File: config.mk
export PLATFORM = sky130hd
export DESIGN_NAME = alarm_controller
export DESIGN_NICKNAME = d
export VERILOG_FILES = /design/src/rtl/alarm_controller.sv
export SDC_FILE = /design/constraint.sdc
export NUM_CORES = 1
export LEC_CHECK = 0
export ABC_AREA = 1
export CAP_MARGIN = 20
export CORE_MARGIN = 1
export CORE_UTILIZATION = 40
export CTS_BUF_LIST = sky130_fd_sc_hd__clkbuf_8
export DETAILED_ROUTE_END_ITERATION = 16
export PLACE_DENSITY_LB_ADDON = 0.3
export SYNTH_ARGS = -nofsm -noshare
export SYNTH_HDL_FRONTEND = slang
export SYNTH_SLANG_ARGS = --single-unit
File: constraint.sdc
create_clock -name clk -period 1.4 [get_ports clk]
set_input_delay 0.14 -clock clk [delete_from_list [all_inputs] [get_ports clk]]
set_output_delay 0.14 -clock clk [all_outputs]
set_load 0.01 [all_outputs]
File: src/rtl/alarm_controller.sv
// alarm_controller: alarm time register, minute-match trigger and ring/snooze FSM; optional snooze via ALARM_SNOOZE_EN
module alarm_controller #(
  parameter int RING_SECS   = 60,
  parameter int SNOOZE_SECS = 300,
  parameter int TW          = 9
) (
  input  logic        clk,
  input  logic        rst,
  input  logic        tick_1hz,
  input  logic [21:0] time_count,
  input  logic        alarm_set_en,
  input  logic [1:0]  adj_sel,
  input  logic        adj_inc,
  input  logic        alarm_arm,
  input  logic        stop,
  input  logic        snooze,
  output logic [21:0] alarm_count,
  output logic        armed,
  output logic        ringing,
  output logic        buzzer,
  output logic [1:0]  state
);
  typedef enum logic [1:0] {IDLE = 2'b00, ARMED = 2'b01, RINGING = 2'b10, SNOOZE = 2'b11} state_t;
  state_t state_q, state_d;
  logic [1:0] hrt_q, hrt_d;
  logic [3:0] hro_q, hro_d, mint_q, mint_d, mino_q, mino_d;
  logic [TW-1:0] cnt_q, cnt_d;
  logic beep_q, beep_d, match_q, match, trigger, snz, inc_min, inc_hr, wrap23;
  assign alarm_count = {hrt_q, hro_q, mint_q, mino_q, 8'h00};
  assign match   = (time_count[21:8] == alarm_count[21:8]) && (time_count[7:0] == 8'h00) && !alarm_set_en;
  assign trigger = match & ~match_q;
`ifdef ALARM_SNOOZE_EN
  assign snz = snooze;
`else
  assign snz = snooze & 1'b0;
`endif
  assign inc_min = alarm_set_en && adj_inc && (adj_sel == 2'b01);
  assign inc_hr  = alarm_set_en && adj_inc && (adj_sel == 2'b10);
  assign wrap23  = (hrt_q == 2'd2) && (hro_q == 4'd3);
  assign state   = state_q;
  assign armed   = state_q != IDLE;
  assign ringing = state_q == RINGING;
  assign buzzer  = ringing & beep_q;
  // BCD increment of the selected alarm field; minutes never carry into hours
  always_comb begin
    mino_d = inc_min ? ((mino_q == 4'd9) ? 4'd0 : mino_q + 4'd1) : mino_q;
    mint_d = (inc_min && mino_q == 4'd9) ? ((mint_q == 4'd5) ? 4'd0 : mint_q + 4'd1) : mint_q;
    hro_d  = inc_hr ? ((wrap23 || hro_q == 4'd9) ? 4'd0 : hro_q + 4'd1) : hro_q;
    hrt_d  = inc_hr ? (wrap23 ? 2'd0 : (hro_q == 4'd9) ? hrt_q + 2'd1 : hrt_q) : hrt_q;
  end
  // ring/snooze sequencing with a shared down-counter for both timeouts
  always_comb begin
    state_d = state_q;
    cnt_d   = cnt_q;
    beep_d  = beep_q;
    if (!alarm_arm) state_d = IDLE;
    else
      case (state_q)
        IDLE: state_d = ARMED;
        ARMED:
          if (trigger) begin
            state_d = RINGING;
            cnt_d   = TW'(RING_SECS);
            beep_d  = 1'b1;
          end
        RINGING:
          if (stop) state_d = ARMED;
          else if (snz) begin
            state_d = SNOOZE;
            cnt_d   = TW'(SNOOZE_SECS);
          end else if (tick_1hz) begin
            cnt_d   = cnt_q - TW'(1);
            beep_d  = ~beep_q;
            state_d = (cnt_q == TW'(1)) ? ARMED : RINGING;
          end
        default:
`ifdef ALARM_SNOOZE_EN
          if (stop) state_d = ARMED;
          else if (tick_1hz) begin
            state_d = (cnt_q == TW'(1)) ? RINGING : SNOOZE;
            cnt_d   = (cnt_q == TW'(1)) ? TW'(RING_SECS) : cnt_q - TW'(1);
            beep_d  = (cnt_q == TW'(1)) ? 1'b1 : beep_q;
          end
`else
          state_d = IDLE;
`endif
      endcase
  end
  // state, alarm time and match history registers
  always_ff @(posedge clk or negedge rst) begin
    if (!rst) begin
      state_q <= IDLE;
      cnt_q   <= '0;
      beep_q  <= 1'b0;
      match_q <= 1'b0;
      hrt_q   <= '0;
      hro_q   <= '0;
      mint_q  <= '0;
      mino_q  <= '0;
    end else begin
      state_q <= state_d;
      cnt_q   <= cnt_d;
      beep_q  <= beep_d;
      match_q <= match;
      hrt_q   <= hrt_d;
      hro_q   <= hro_d;
      mint_q  <= mint_d;
      mino_q  <= mino_d;
    end
  end
endmodule

# Word level (Yosys, flattened, before mapping)
# Cells that the tools add are included.
[classes]
add_sub_neg = 5
multipliers = 0
div_mod_pow = 0
n_lt_le_gt_ge = 0
n_eq_ne = 16
shift = 0
mux = 19
n_bitwise = 4
reduce_logical = 17
[ops]
columns = ["op", "n"]
rows = [
  ["9-bit two-way mux", 3],
  ["9-bit case mux with 2 select lines", 1],
  ["14-bit == test", 1],
  ["2-bit two-way mux", 7],
  ["4-bit by 1-bit adder with 4-bit output, second input constant", 3],
  ["4-bit two-way mux", 3],
  ["9-bit by 1-bit == test with 1-bit output, second input constant", 1],
  ["9-bit by 1-bit subtractor with 9-bit output, second input constant", 1],
  ["4-bit == test, second input constant", 2],
  ["8-bit logical NOT", 1],
  ["1-bit logical AND", 7],
  ["2-bit == test, second input constant", 3],
  ["2-bit inequality test, second input constant", 3],
  ["2-bit case mux with 3 select lines", 1],
  ["2-bit nonzero test", 3],
  ["5-bit AND reduction", 1],
  ["2-bit by 1-bit == test with 1-bit output, second input constant", 2],
  ["4-bit by 2-bit == test with 1-bit output, second input constant", 1],
  ["4-bit by 3-bit == test with 1-bit output, second input constant", 1],
  ["4-bit inequality test, second input constant", 1],
  ["2-bit AND reduction", 2],
  ["1-bit two-way mux", 3],
  ["3-bit inequality test, second input constant", 1],
  ["2-bit by 1-bit adder with 2-bit output, second input constant", 1],
  ["other kinds (6)", 8],
]
[word_totals]
regBits = 27
latch_bits = 0
ramBits = 0
mem_bits_ro = 0
input_bits = 32
output_inout_bits = 27
wordCells = 69
memories = 0

# Longest topological paths before layout
[logic_depth]
ltp_word = 7
mapped_depth = 11
depth_no_buf = 11

# Worst setup path before layout
# OpenSTA, ideal clock, no wires.
[synth_timing]
kind = "flip-flop to flip-flop"
start = "register hro_q[0]"
end = "register hrt_q[0]"
setup_ns = 0.129
t_arrival_ns = 1.383
required_ns = 1.271
setup_slack_ns = -0.112
path_stages_with_launch = 8
n_path_buf = 0
period_less_slack_ns = 1.512
cell_sequence = "dfrtp_1 > ha_1 > nand3_1 > nor3_1 > a31oi_1 > nor2_2 > nand2_1 > nor3b_1"
[synth_via]
elab_chain_len = 4
word_cells_on_any_way = 6
classes_between = "2 x eq/ne; 1 x mux; 3 x reduce/logical"
[synth_lines]
columns = ["element", "line_no", "source"]
rows = [
  ["start: declaration", "26", "logic [3:0] hro_q, hro_d, mint_q, mint_d, mino_q, mino_d;"],
  ["start signal: assignment", "106", "hro_q <= hro_d;"],
  ["4-bit by 2-bit == test with 1-bit output", "39", "assign wrap23 = (hrt_q == 2'd2) && (hro_q == 4'd3);"],
  ["1-bit logical AND", "39", ""],
  ["2-bit nonzero test (no line)", "-", ""],
  ["2-bit AND reduction (no line)", "-", ""],
  ["end signal: assignment", "105", "hrt_q <= hrt_d;"],
  ["end: declaration", "25", "logic [1:0] hrt_q, hrt_d;"],
]
# Parallel ways exist; a longest one is shown, timed or not.
# A chain may end at the register's enable or synchronous reset.

# Worst setup path after layout
[layout_timing]
start = "register hro_q[0]"
end = "register cnt_q[5]"
[layout_via]
elab_chain_len = 6
[layout_lines]
columns = ["element", "line_no", "source"]
rows = [
  ["14-bit == test", "30", "assign match = (time_count[21:8] == alarm_count[21:8]) && (time_count[7:0] == 8'h00) && !alarm_set_en;"],
  ["1-bit logical AND (2 in series)", "30", ""],
  ["1-bit AND", "31", "assign trigger = match & ~match_q;"],
  ["2-bit inequality test (no line)", "-", ""],
  ["5-bit AND reduction (no line)", "-", ""],
  ["end signal: assignment", "102", "cnt_q <= cnt_d;"],
  ["end: declaration", "27", "logic [TW-1:0] cnt_q, cnt_d;"],
]
# Every way passes these cells.

==> reports/qor.csv <==
stage;metric;value;unit
detailed_routing;final antenna-violating net count;0;
sta;Fmax;631;MHz
yosys;area leader, netlist;dfrtp_1;
yosys;syn avg cell area;7.11;um^2
placed_design;IO buf count;49;
critical_path;WS Path Type;flip-flop to flip-flop;
sta;fin crit share;113;%
critical_path;Slowest-stage cell, CP;dfrtp_2;
global_route;all-layer global routing usage;21.3;%
floorplanning;core region area;4380;um^2
clock_tree;CTS H-tree depth;1;
detailed_routing;# DRC;0;
critical_path;Reg2Reg Launch Point;hro_q[0]$_DFFE_PN0P_;
critical_path;worst reg2reg path depth;8;
yosys;Ys Warns;0;
critical_path;Crit path arrival time;1.76;ns
clock_tree;Root Driver;clkbuf_8;
detailed_routing;1st-iter DRT viols;83;
clock_tree;CTS Buf Count;3;
global_route;vias in the first global route;2012;
detailed_routing;wire per inst;12.1;um
critical_path;Crit path required time;1.58;ns
floorplanning;IO Count;59;
critical_path;CP Buf/Inv Count;0;
floorplanning;die height;69.6;um
critical_path;Worst setup SP type;flip-flop;
yosys;Cell variety after synth;32;
floorplanning;Die W;69.6;um
global_route;first-pass GRT wire length;8310;um
clock_tree;Bufs on Longest Clock Path;2;
sta;final setup fails;14;
cells_and_area;layout cell share with drive strength beyond 1;32.5;%
global_route;initial antenna violation count;0;
sta;Fin Clk Skew;0.00520;ns
min_path;worst min path class;input port to async pin;
yosys;mapped cell area;1830;um^2
clock_tree;CTS tree;yes;
power_and_ir_drop;worst vdd rail ir drop;0.826;mV
cells_and_area;ant diodes;0;
placed_design;DP HPWL;3730;um
placed_design;final weighted congestion in routability-driven placement;0.895;
sta;max-slew violations;0;
critical_path;Crit path depth;8;
yosys;post-synthesis cell count;257;
floorplanning;Initial Util;41.7;%
global_route;largest net degree at the start of global routing;28;
detailed_routing;vias per cell;4.80;
yosys;synthesized flop and latch total;27;
critical_path;element type at the critical path end;flip-flop;
critical_path;Top Family by Delay on Critical Path;simple AND/OR/NAND/NOR gates;
critical_path;most frequent cell on the critical path;nand2_1;
critical_path;delay of the slowest critical-path stage;0.45;ns
cells_and_area;multi-input logic area;1110;um^2
critical_path;RR Endpoint;cnt_q[5]$_DFFE_PN0P_;
detailed_routing;DRT Wirelength;5070;um
status;failing checks;negative setup slack;
floorplanning;num rows;24;
sta;Hold Fails Final Rpt;0;
clock_tree;CTS clk-pin slew, worst paths;0.10;ns
sta;RSZ-0062 raised after global routing;yes;
yosys;ranking of synthesized cells by area;dfrtp_1 (37%), nand2_1 (13%), inv_1 (7.8%), nand3_1 (6.0%), nor2_1 (5.7%);
sta;final critical-path required period;1.58;ns
cells_and_area;fin util;68.2;%
yosys;EDFF count, synth;0;
cells_and_area;Area Overhead vs Synth;63.4;%
yosys;post-synthesis async set-or-reset flop share;100;%
power_and_ir_drop;Cell Pwr Density;1460;nW/um^2
critical_path;CP Cell Sequence;xnor2_1 > nand2_1 > nor2_2 > nand4_2 > nand2_4 > nand2_4 > nand2_1 > nand2_1;
yosys;Main synth FF type;dfrtp_1;
clock_tree;CTS sink cnt;27;
clock_tree;Skew-Pair Late Insertion Delay;0.28;ns
sta;Final WS setup;-0.185;ns
placed_design;Post-Place Worst Slack;-0.358;ns
power_and_ir_drop;Pleak;1.50;nW
cells_and_area;final net count;403;
detailed_routing;Pre-antenna DRT Iters;4;
yosys;Yosys top cell area share;37.0;%
floorplanning;die area;4840;um^2
yosys;post-synthesis sequential area ratio;37.0;%
critical_path;setup slack, reg-to-reg;-0.18;ns
detailed_routing;DR vias;2005;
cells_and_area;total area of sequential cells;681;um^2
flow_run;maxcap violations;0;
cells_and_area;Filler Cell Count;364;
global_route;gr ovfl total;0;
critical_path;maximum fanout along the worst path;7;
clock_tree;hold buffers post-CTS;0;
status;outcome;finished with violations;
## layout make-up
type	instances	share of cell area, %
tap	52	2.18
inverter	44	5.53
sequential	27	22.8
clock buffer	3	1.38
timing repair buffer	106	31.0
multi-input combinational	185	37.0
clock inverter	1	0.126
## cell families after synthesis
group,count (synthesis),share of synthesized area (%)
XOR/XNOR,9,4.31
flip-flops,27,37.0
AND/OR/NAND/NOR,142,35.9
buffers and inverters,53,12.9
AO/OA/AOI/OAI,21,6.98
other,1,0.205
adder cells (fa/ha/maj),4,2.74
## synthesized netlist by cell type, types with 5 or more instances
cell	instances
inv_1	38
nand2_1	64
xor2_1	5
o21ai_0	10
nand3_1	22
buf_4	8
nor2_1	28
inv_2	6
dfrtp_1	27
nor3_1	6
## per-stage QoR
| stage | instance area [um^2] | TNS, ns | hold slack, ns | cells | power (mW) |
|---|---|---|---|---|---|
| 2_1_floorplan | 1860 | -0.0351 | -0.156 | 264 | 2.37 |
| 3_3_place_gp | 2660 | -4.60 | 0.463 | 398 | 3.49 |
| 3_5_place_dp | 2660 | -5.66 | 0.471 | 398 | 3.55 |
| 4_1_cts | 2860 | -1.46 | 0.244 | 414 | 4.17 |
| 5_1_grt | 2990 | -3.29 | 0.266 | 418 | 4.70 |
| 6_report | 2990 | -1.90 | 0.229 | 418 | 4.37 |
## what timing repair did
action,4_1_cts,5_1_grt
pin swaps,17,7
setup endpoints to repair,31,27
gates cloned,1,0
gates resized for setup,36,34
setup buffers,11,4
## worst register-to-register path: cells and delay by family (launching register included)
kind | cells | cell delay [ns]
XOR/XNOR | 1 | 0.22
AND/OR/NAND/NOR | 7 | 0.83
flip-flops | 1 | 0.45
## layout by cell type, fill, tap and decap left out, drive strengths merged
cell,n
xor2,5
nor3b,2
a21oi,5
nor4,1
a21boi,2
nor2,32
clkdlybuf4s50,31
nand2,68
o22ai,1
dlymetal6s2s,3
inv,45
clkbuf,4
nor3,7
dlygate4sd2,12
nand4,5
nand3,22
and3,1
buf,58
conb,8
a22oi,1
clkdlybuf4s15,1
nand3b,3
a31oi,2
dfrtp,27
xnor2,4
o21ai,10
or2,2
ha,4
## metal layers
layer	global-route usage (%)	wire (um)	share of wire (%)
met1	23.0	1970	39
met2	41.1	2810	55
met3	2.47	170	3.4
met4	9.07	119	2.3
met5	0	0	0
## power by group
group	switching, mW	internal, mW	total (mW)
clock	0.260	0.197	0.457
combinational	1.30	1.34	2.64
sequential	0.236	1.04	1.27
## flip-flops by register name, summed over array words and instances, names as in the netlist
register	flops
hro_q	4
match_q	1
mino_q	4
state	2
hrt_q	2
beep_q	1
cnt_q	9
mint_q	4
## worst max path at each step
| stage | startpoint | slack [ns] | to |
|---|---|---|---|
| 2_1_floorplan | hro_q[1]$_DFFE_PN0P_ | -0.03 | hrt_q[0]$_DFFE_PN0P_ |
| 3_3_place_gp | time_count[20] | -0.30 | cnt_q[7]$_DFFE_PN0P_ |
| 3_5_place_dp | alarm_set_en | -0.36 | cnt_q[7]$_DFFE_PN0P_ |
| 4_1_cts | hro_q[1]$_DFFE_PN0P_ | -0.13 | hrt_q[0]$_DFFE_PN0P_ |
| 5_1_grt | mint_q[2]$_DFFE_PN0P_ | -0.28 | cnt_q[5]$_DFFE_PN0P_ |
| 6_report | hro_q[0]$_DFFE_PN0P_ | -0.18 | cnt_q[5]$_DFFE_PN0P_ |
Note: power is estimated with default switching activity, not from simulation.
